## config.mk

```make
export PLATFORM = sky130hd
export DESIGN_NAME = mem_port_arbiter_flat
export DESIGN_NICKNAME = d
export VERILOG_FILES = /design/src/rtl/mem_port_arbiter_if.sv /design/src/rtl/mem_port_arbiter.sv /design/src/flat_wrapper.sv
export SDC_FILE = /design/constraint.sdc
export NUM_CORES = 1
export LEC_CHECK = 0
export ABC_AREA = 1
export CORE_MARGIN = 2
export CORE_UTILIZATION = 40
export DETAILED_ROUTE_END_ITERATION = 6
export GPL_ROUTABILITY_DRIVEN = 0
export PLACE_DENSITY_LB_ADDON = 0.08
export SKIP_LAST_GASP = 1
export SYNTH_ARGS = -nofsm -noshare
export SYNTH_HDL_FRONTEND = slang
export SYNTH_SLANG_ARGS = --single-unit
export TNS_END_PERCENT = 50
```

## constraint.sdc

```tcl
create_clock -name clk -period 10.74 [get_ports clk]
set_clock_uncertainty 0.05 [all_clocks]
set_input_delay 2.148 -clock clk [delete_from_list [all_inputs] [get_ports clk]]
set_output_delay 2.148 -clock clk [all_outputs]
set_load 0.02 [all_outputs]
```

## src/rtl/mem_port_arbiter_if.sv

```systemverilog
// mem_port_arbiter_if
// Bundles the icache, dcache and axi_ctl-facing signals of the memory port
// arbiter. Signal names match the arbiter's external port list.
//   slave  : arbiter view (cache/axi_ctl inputs in, gated/forwarded outputs out)
//   master : environment view (caches + axi_ctl), the mirror image of slave
// Port summary:
//   icache : ic_req, ic_addr -> ic_ready, ic_done, ic_data
//   dcache : dc_req, dc_rw, dc_addr, dc_fifo_{data,wen,idx,done}
//            -> dc_ready, dc_done, dc_data
//   axi_ctl: axi_ready, axi_done, axi_data_i
//            -> axi_req, axi_rw, axi_req_addr, axi_fifo_{data_o,wen,idx,done}
//   status : stage_ovf (sticky staging overflow)
interface mem_port_arbiter_if;
  logic        ic_req;
  logic [63:0] ic_addr;
  logic        ic_ready;
  logic        ic_done;
  logic [63:0] ic_data;

  logic        dc_req;
  logic        dc_rw;
  logic [63:0] dc_addr;
  logic [63:0] dc_fifo_data;
  logic        dc_fifo_wen;
  logic [8:0]  dc_fifo_idx;
  logic        dc_fifo_done;
  logic        dc_ready;
  logic        dc_done;
  logic [63:0] dc_data;

  logic        axi_ready;
  logic        axi_done;
  logic [63:0] axi_data_i;
  logic        axi_req;
  logic        axi_rw;
  logic [63:0] axi_req_addr;
  logic [63:0] axi_fifo_data_o;
  logic        axi_fifo_wen;
  logic [8:0]  axi_fifo_idx;
  logic        axi_fifo_done;

  logic        stage_ovf;

  modport slave (
    input  ic_req, ic_addr,
    input  dc_req, dc_rw, dc_addr, dc_fifo_data, dc_fifo_wen, dc_fifo_idx, dc_fifo_done,
    input  axi_ready, axi_done, axi_data_i,
    output ic_ready, ic_done, ic_data,
    output dc_ready, dc_done, dc_data,
    output axi_req, axi_rw, axi_req_addr,
    output axi_fifo_data_o, axi_fifo_wen, axi_fifo_idx, axi_fifo_done,
    output stage_ovf
  );

  modport master (
    output ic_req, ic_addr,
    output dc_req, dc_rw, dc_addr, dc_fifo_data, dc_fifo_wen, dc_fifo_idx, dc_fifo_done,
    output axi_ready, axi_done, axi_data_i,
    input  ic_ready, ic_done, ic_data,
    input  dc_ready, dc_done, dc_data,
    input  axi_req, axi_rw, axi_req_addr,
    input  axi_fifo_data_o, axi_fifo_wen, axi_fifo_idx, axi_fifo_done,
    input  stage_ovf
  );
endinterface

```

## src/rtl/mem_port_arbiter.sv

```systemverilog
// mem_port_arbiter
// Shares the single axi_ctl memory port between the icache (line refills) and
// the dcache (refills and dirty-line write-backs). Ownership is granted per
// transaction and held until the owner drops its claim; ties are broken
// round-robin. Write-back beats the dcache pushes before it owns the port are
// held in a small staging buffer and replayed (DRAIN_D) before the dcache
// gets the live port.
// Ports:
//   clk  - core clock
//   rst  - synchronous, active-high reset
//   bus  - mem_port_arbiter_if.slave (icache, dcache, axi_ctl signals)
// Parameters:
//   STAGE_DEPTH - staging buffer entries
//   RESET_PRIO  - requester favoured on the first tie after reset (1 = dcache)
module mem_port_arbiter #(
  parameter int STAGE_DEPTH = 8,
  parameter bit RESET_PRIO  = 1'b1
) (
  input logic              clk,
  input logic              rst,
  mem_port_arbiter_if.slave bus
);

  localparam int PTR_W = (STAGE_DEPTH > 1) ? $clog2(STAGE_DEPTH) : 1;
  localparam int CNT_W = $clog2(STAGE_DEPTH) + 1;
  localparam int ENT_W = 9 + 64;

  typedef enum logic [1:0] {
    S_IDLE    = 2'd0,
    S_OWN_I   = 2'd1,
    S_OWN_D   = 2'd2,
    S_DRAIN_D = 2'd3
  } state_e;

  state_e           state_q, state_d;
  logic             prio_q, prio_d;   // 1: dcache wins the next tie

  logic [ENT_W-1:0] stg_q [STAGE_DEPTH];
  logic [PTR_W-1:0] wr_ptr_q, rd_ptr_q;
  logic [CNT_W-1:0] count_q, count_d;
  logic             ovf_q;

  logic ic_claim, dc_claim;
  logic ic_win, dc_win;
  logic enq_req, enq_ok, pop, full;

  function automatic logic [PTR_W-1:0] ptr_inc(input logic [PTR_W-1:0] p);
    return (p == PTR_W'(STAGE_DEPTH - 1)) ? '0 : p + 1'b1;
  endfunction

  // Claims and arbitration
  always_comb begin
    ic_claim = bus.ic_req;
    dc_claim = bus.dc_req | bus.dc_fifo_wen;
    dc_win   = dc_claim & (~ic_claim | prio_q);
    ic_win   = ic_claim & ~dc_win;
  end

  // Staging bookkeeping: a full buffer still accepts a beat in the cycle it
  // pops one, so draining never overflows on a back-to-back live beat.
  always_comb begin
    enq_req = bus.dc_fifo_wen & (state_q != S_OWN_D);
    pop     = (state_q == S_DRAIN_D) & (count_q != '0);
    full    = (count_q == CNT_W'(STAGE_DEPTH));
    enq_ok  = enq_req & (~full | pop);
    count_d = count_q + CNT_W'(enq_ok) - CNT_W'(pop);
  end

  // State register
  always_ff @(posedge clk) begin
    if (rst) begin
      state_q <= S_IDLE;
      prio_q  <= RESET_PRIO;
    end else begin
      state_q <= state_d;
      prio_q  <= prio_d;
    end
  end

  // Next-state logic. count_d is used (not count_q) so a beat enqueued in the
  // grant cycle itself still routes the dcache through DRAIN_D.
  always_comb begin
    state_d = state_q;
    prio_d  = prio_q;
    unique case (state_q)
      S_IDLE: begin
        if (dc_win) begin
          state_d = (count_d != '0) ? S_DRAIN_D : S_OWN_D;
          prio_d  = 1'b0;
        end else if (ic_win) begin
          state_d = S_OWN_I;
          prio_d  = 1'b1;
        end
      end
      S_OWN_I:   if (!ic_claim) state_d = S_IDLE;
      S_DRAIN_D: if (count_d == '0) state_d = S_OWN_D;
      S_OWN_D:   if (!dc_claim) state_d = S_IDLE;
      default:   state_d = S_IDLE;
    endcase
  end

  // Output logic
  always_comb begin
    logic own_i, own_d, idle;
    own_i = (state_q == S_OWN_I);
    own_d = (state_q == S_OWN_D);
    idle  = (state_q == S_IDLE);

    bus.axi_req         = 1'b0;
    bus.axi_rw          = 1'b0;
    bus.axi_req_addr    = '0;
    bus.axi_fifo_data_o = '0;
    bus.axi_fifo_wen    = 1'b0;
    bus.axi_fifo_idx    = '0;
    bus.axi_fifo_done   = 1'b0;

    unique case (state_q)
      S_OWN_I: begin
        bus.axi_req      = bus.ic_req;
        bus.axi_req_addr = bus.ic_addr;
      end
      S_DRAIN_D: begin
        bus.axi_fifo_wen    = pop;
        bus.axi_fifo_idx    = stg_q[rd_ptr_q][ENT_W-1:64];
        bus.axi_fifo_data_o = stg_q[rd_ptr_q][63:0];
      end
      S_OWN_D: begin
        bus.axi_req         = bus.dc_req;
        bus.axi_rw          = bus.dc_rw;
        bus.axi_req_addr    = bus.dc_addr;
        bus.axi_fifo_data_o = bus.dc_fifo_data;
        bus.axi_fifo_wen    = bus.dc_fifo_wen;
        bus.axi_fifo_idx    = bus.dc_fifo_idx;
        bus.axi_fifo_done   = bus.dc_fifo_done;
      end
      default: ;
    endcase

    // In IDLE a requester may see ready unless the other side is about to win.
    bus.ic_ready  = bus.axi_ready & (own_i | (idle & ~dc_win));
    bus.dc_ready  = bus.axi_ready & (own_d | (idle & ~ic_win));
    bus.ic_done   = bus.axi_done & own_i;
    bus.dc_done   = bus.axi_done & own_d;
    bus.ic_data   = own_i ? bus.axi_data_i : '0;
    bus.dc_data   = own_d ? bus.axi_data_i : '0;
    bus.stage_ovf = ovf_q;
  end

  // Staging control
  always_ff @(posedge clk) begin
    if (rst) begin
      wr_ptr_q <= '0;
      rd_ptr_q <= '0;
      count_q  <= '0;
      ovf_q    <= 1'b0;
    end else begin
      if (enq_ok) wr_ptr_q <= ptr_inc(wr_ptr_q);
      if (pop)    rd_ptr_q <= ptr_inc(rd_ptr_q);
      count_q <= count_d;
      if (enq_req && !enq_ok) ovf_q <= 1'b1;
    end
  end

  // Staging storage
  always_ff @(posedge clk) begin
    if (enq_ok) stg_q[wr_ptr_q] <= {bus.dc_fifo_idx, bus.dc_fifo_data};
  end

endmodule

```

## src/flat_wrapper.sv

```systemverilog
// flat-port wrapper written by rule: the top's interface ports become plain ports
module mem_port_arbiter_flat 
#(
  parameter int STAGE_DEPTH = 8,
  parameter bit RESET_PRIO  = 1'b1
)
  (clk, rst, bus_ic_req, bus_ic_addr, bus_dc_req, bus_dc_rw, bus_dc_addr, bus_dc_fifo_data, bus_dc_fifo_wen, bus_dc_fifo_idx, bus_dc_fifo_done, bus_axi_ready, bus_axi_done, bus_axi_data_i, bus_ic_ready, bus_ic_done, bus_ic_data, bus_dc_ready, bus_dc_done, bus_dc_data, bus_axi_req, bus_axi_rw, bus_axi_req_addr, bus_axi_fifo_data_o, bus_axi_fifo_wen, bus_axi_fifo_idx, bus_axi_fifo_done, bus_stage_ovf);
  mem_port_arbiter_if bus_i ();
  input logic clk;
  input logic rst;
  input wire logic [$bits(bus_i.ic_req)-1:0] bus_ic_req;
  input wire logic [$bits(bus_i.ic_addr)-1:0] bus_ic_addr;
  input wire logic [$bits(bus_i.dc_req)-1:0] bus_dc_req;
  input wire logic [$bits(bus_i.dc_rw)-1:0] bus_dc_rw;
  input wire logic [$bits(bus_i.dc_addr)-1:0] bus_dc_addr;
  input wire logic [$bits(bus_i.dc_fifo_data)-1:0] bus_dc_fifo_data;
  input wire logic [$bits(bus_i.dc_fifo_wen)-1:0] bus_dc_fifo_wen;
  input wire logic [$bits(bus_i.dc_fifo_idx)-1:0] bus_dc_fifo_idx;
  input wire logic [$bits(bus_i.dc_fifo_done)-1:0] bus_dc_fifo_done;
  input wire logic [$bits(bus_i.axi_ready)-1:0] bus_axi_ready;
  input wire logic [$bits(bus_i.axi_done)-1:0] bus_axi_done;
  input wire logic [$bits(bus_i.axi_data_i)-1:0] bus_axi_data_i;
  output wire logic [$bits(bus_i.ic_ready)-1:0] bus_ic_ready;
  output wire logic [$bits(bus_i.ic_done)-1:0] bus_ic_done;
  output wire logic [$bits(bus_i.ic_data)-1:0] bus_ic_data;
  output wire logic [$bits(bus_i.dc_ready)-1:0] bus_dc_ready;
  output wire logic [$bits(bus_i.dc_done)-1:0] bus_dc_done;
  output wire logic [$bits(bus_i.dc_data)-1:0] bus_dc_data;
  output wire logic [$bits(bus_i.axi_req)-1:0] bus_axi_req;
  output wire logic [$bits(bus_i.axi_rw)-1:0] bus_axi_rw;
  output wire logic [$bits(bus_i.axi_req_addr)-1:0] bus_axi_req_addr;
  output wire logic [$bits(bus_i.axi_fifo_data_o)-1:0] bus_axi_fifo_data_o;
  output wire logic [$bits(bus_i.axi_fifo_wen)-1:0] bus_axi_fifo_wen;
  output wire logic [$bits(bus_i.axi_fifo_idx)-1:0] bus_axi_fifo_idx;
  output wire logic [$bits(bus_i.axi_fifo_done)-1:0] bus_axi_fifo_done;
  output wire logic [$bits(bus_i.stage_ovf)-1:0] bus_stage_ovf;
  assign bus_i.ic_req = bus_ic_req;
  assign bus_i.ic_addr = bus_ic_addr;
  assign bus_i.dc_req = bus_dc_req;
  assign bus_i.dc_rw = bus_dc_rw;
  assign bus_i.dc_addr = bus_dc_addr;
  assign bus_i.dc_fifo_data = bus_dc_fifo_data;
  assign bus_i.dc_fifo_wen = bus_dc_fifo_wen;
  assign bus_i.dc_fifo_idx = bus_dc_fifo_idx;
  assign bus_i.dc_fifo_done = bus_dc_fifo_done;
  assign bus_i.axi_ready = bus_axi_ready;
  assign bus_i.axi_done = bus_axi_done;
  assign bus_i.axi_data_i = bus_axi_data_i;
  assign bus_ic_ready = bus_i.ic_ready;
  assign bus_ic_done = bus_i.ic_done;
  assign bus_ic_data = bus_i.ic_data;
  assign bus_dc_ready = bus_i.dc_ready;
  assign bus_dc_done = bus_i.dc_done;
  assign bus_dc_data = bus_i.dc_data;
  assign bus_axi_req = bus_i.axi_req;
  assign bus_axi_rw = bus_i.axi_rw;
  assign bus_axi_req_addr = bus_i.axi_req_addr;
  assign bus_axi_fifo_data_o = bus_i.axi_fifo_data_o;
  assign bus_axi_fifo_wen = bus_i.axi_fifo_wen;
  assign bus_axi_fifo_idx = bus_i.axi_fifo_idx;
  assign bus_axi_fifo_done = bus_i.axi_fifo_done;
  assign bus_stage_ovf = bus_i.stage_ovf;
  mem_port_arbiter #(.STAGE_DEPTH(STAGE_DEPTH), .RESET_PRIO(RESET_PRIO)) u_core (.clk(clk), .rst(rst), .bus(bus_i));
endmodule
```

==> flow_summary.ini <==
[yosys]
synth_cell_types = 24
synth_nets = 2885
ys_ff_latch = 601
ys_seq_area_share_pct = 65.4
syn_area_um2 = 27400
synth_area_per_cell_um2 = 10.5
synth_cells = 2596
yosysWarnings = 0

[outcome]
outcome = finished clean

[detailed_routing]
wl_mm = 92.8
wl_per_cell_um = 23.2
vias = 20500
dr.pass1.iters = 6
ant_nets = 0
first_iter_violations = 1741
drc_errors = 0
vias_per_cell = 5.12

[pwr]
internal_power_mw = 5.04
power.share.combinational_pct = 32.8
switching_share_pct = 33.8
powerDensity_nw_per_um2 = 214
leakagePower_nw = 13.5
p_switching_mw = 2.57
pwr-share-seq_pct = 38.0
clockPowerShare_pct = 29.2
vdd_drop_max_mv = 0.118

[setup_path]
max_stage_delay_ps = 710
cp-start-kind = primary input
r2r-end = u_core.stg_q[7][16]
endpoint_kind = primary output
rr_worst_depth = 9
crit_family = buffers and inverters
critPathKind = primary input to primary output
rr_startpoint = u_core.state_q[0]
cp.arrival_ps = 4270
crit_top_cell = clkdlybuf4s50_1
worstPathCellList = clkdlybuf4s50_1 > o21ai_0 > a21oi_1 > nor2_1 > clkdlybuf4s50_1
required_ps = 8540
cp.buffers_inverters = 2
slowest_stage = clkdlybuf4s50_1
r2r_setup_slack_ps = 5660
crit_fanout = 4

[clocking]
cts_sinks = 601
cts_max_level = 3
cts.repair.resized = 0
cts-root-buf = clkbuf_16
insertion_delay_ps = 590
numCtsBuffers = 66
postCtsHoldBufs = 0
clkSlewWorstSetupHoldPaths_ps = 60
clockBufferDepth = 3
cts_tree = yes
post_cts_buffers = 0

[placement]
port_buffers = 547
place_area_um2 = 33400
dp_hpwl_mm = 61.5

[grt]
grt_max_degree = 238
first_global_vias = 19600
grt_pass1_wl_mm = 132
grt_use_met2_pct = 38.9
grt-ovfl-total = 0
grt.busiest_layer = met2
antenna_found_initial = 30
grt_usage_pct = 25.8
use_met3_pct = 9.67
use_met1_pct = 33.7

[sta]
final.min_clock_period_ps = 6470
rsz0062_at_grt = false
slew_headroom_pct = 22.4
setup_tns_ps = 0
tightest_slew_ps = 1160
fmax_mhz = 155
report.final.slew_viol_count = 0
layout_worst_path_cycle_share_pct = 60.2
setup_violations = 0
finalHoldViolCount = 0

[finish]
drive_gt1_share_pct = 6.31
fin_util_pct = 52.8
nFillCells = 5901
area_growth_pct = 30.1
regArea_um2 = 17900
final_area_um2 = 35600
nets = 3365
multiInputGateArea_um2 = 7010

[floorplan]
fp.coreArea_um2 = 67400
start_util_pct = 40.6
num_rows = 95
dieArea_um2 = 70500
die_w_um = 266
io_pins = 548
die_h_um = 266

[run]
max_cap_viol_count = 0

[hold_path]
hp-start = u_core.rd_ptr_q[1]
hp-class = register to register
hold_depth = 2
-- synth_stat cells --
master / number / area share (%)
nand2_1: 585 / 8.0
edfxtp_1: 584 / 64
inv_1: 451 / 6.2
nand3_1: 225 / 4.1
a21oi_1: 220 / 4.0
o21ai_0: 153 / 2.8
o211ai_1: 86 / 2.4
clkbuf_1: 71 / 0.97
o211ai_2: 60 / 2.7
buf_2: 50 / 0.91
buf_1: 25 / 0.34
buf_6: 20 / 0.82
nor2_1: 18 / 0.25
dfxtp_1: 17 / 1.2
ha_1: 14 / 0.64
nor3_1: 9 / 0.16
a31oi_1: 1 / 0.023
buf_8: 1 / 0.055
fa_1: 1 / 0.073
inv_2: 1 / 0.014
nand3b_1: 1 / 0.027
o211a_1: 1 / 0.037
o21a_1: 1 / 0.027
or2_2: 1 / 0.023
-- registers in the layout (all words and copies together) (netlist names), named ones only --
signal                cells
u_core.bus.stage_ovf      1
u_core.count_q            4
u_core.prio_q             1
u_core.rd_ptr_q           3
u_core.state_q            2
u_core.stg_q            584
u_core.wr_ptr_q           3
-- power by group through the flow --
stage | registers (mW) | clock network (mW) | logic, mW
floorplan | 2.93 | 0 | 1.32
global placement | 2.93 | 0 | 2.48
detailed placement | 2.94 | 0 | 2.49
CTS | 2.89 | 2.27 | 2.50
global route | 2.91 | 2.37 | 2.67
finish | 2.89 | 2.23 | 2.50
-- area by class of cell --
class                      count  area share, %
sequential                   601           50.3
multi-input combinational   1376           19.7
timing repair buffer         579           16.1
clock buffer                  84           5.07
inverter                     452           4.77
tap                          873           3.07
clock inverter                28          0.883
antenna                       12         0.0844
-- cells in the final DEF, fill, tap and decap left out, drive strengths merged --
master         count
fa                 1
o211ai           146
nand3            225
bufinv             7
o21a               1
nor2              18
a31oi              1
nor3               9
o21ai            153
buf               32
clkdlybuf4s50    547
ha                14
nand3b             1
edfxtp           584
a21oi            220
o211a              1
nand2            585
diode             12
clkbuf            84
inv              451
clkinv            22
or2                1
dfxtp             17
-- cell families (layout without fill, tap and decap cells) --
group | Yosys count | after routing | share of synthesized area (%)
and+or+nand+nor | 839 | 839 | 12.6
other | 0 | 12 | 0
buffers and inverters | 619 | 1143 | 9.31
AOI/OAI and AO/OA | 522 | 522 | 12.0
DFF | 601 | 601 | 65.4
adders and majority gates | 15 | 15 | 0.714
-- worst max-delay path by stage --
stage,start,end,slack [ps],cells past startpoint
after floorplan,bus_dc_fifo_wen,u_core.stg_q[6][0],2640,5
after detailed placement,bus_dc_fifo_wen,bus_ic_ready,4390,5
after global routing,bus_dc_fifo_wen,bus_ic_ready,4200,5
after CTS,bus_dc_fifo_wen,bus_ic_ready,4380,5
final,bus_dc_fifo_wen,bus_ic_ready,4270,5
after global placement,bus_dc_fifo_wen,bus_ic_ready,4430,5
-- worst register-to-register path: stages, from the launching register on --
cell and delay (ps):
dfxtp_1 440, inv_1 140, ha_4 370, buf_4 390, buf_4 450, nor2_1 220, nand2_1 340, nor3_2 1000
buf_4 610, buf_4 650
-- routing by layer --
| metal | routed length [um] | part of all wire (%) |
|---|---|---|
| met1 | 39000 | 42 |
| met4 | 3240 | 3.5 |
| met2 | 41600 | 45 |
| met5 | 292 | 0.31 |
| met3 | 8690 | 9.4 |
-- stage by stage --
step | setup WS (ps) | hold slack, ps | instances | power, mW
2_1_floorplan | 2640 | 413 | 2596 | 4.26
3_3_place_gp | 4430 | 425 | 3881 | 5.40
5_1_grt | 4200 | 465 | 4005 | 7.95
4_1_cts | 4380 | 439 | 3993 | 7.66
6_report | 4270 | 441 | 4005 | 7.61
3_5_place_dp | 4390 | 429 | 3881 | 5.42
Note: power is estimated with default switching activity, not from simulation.
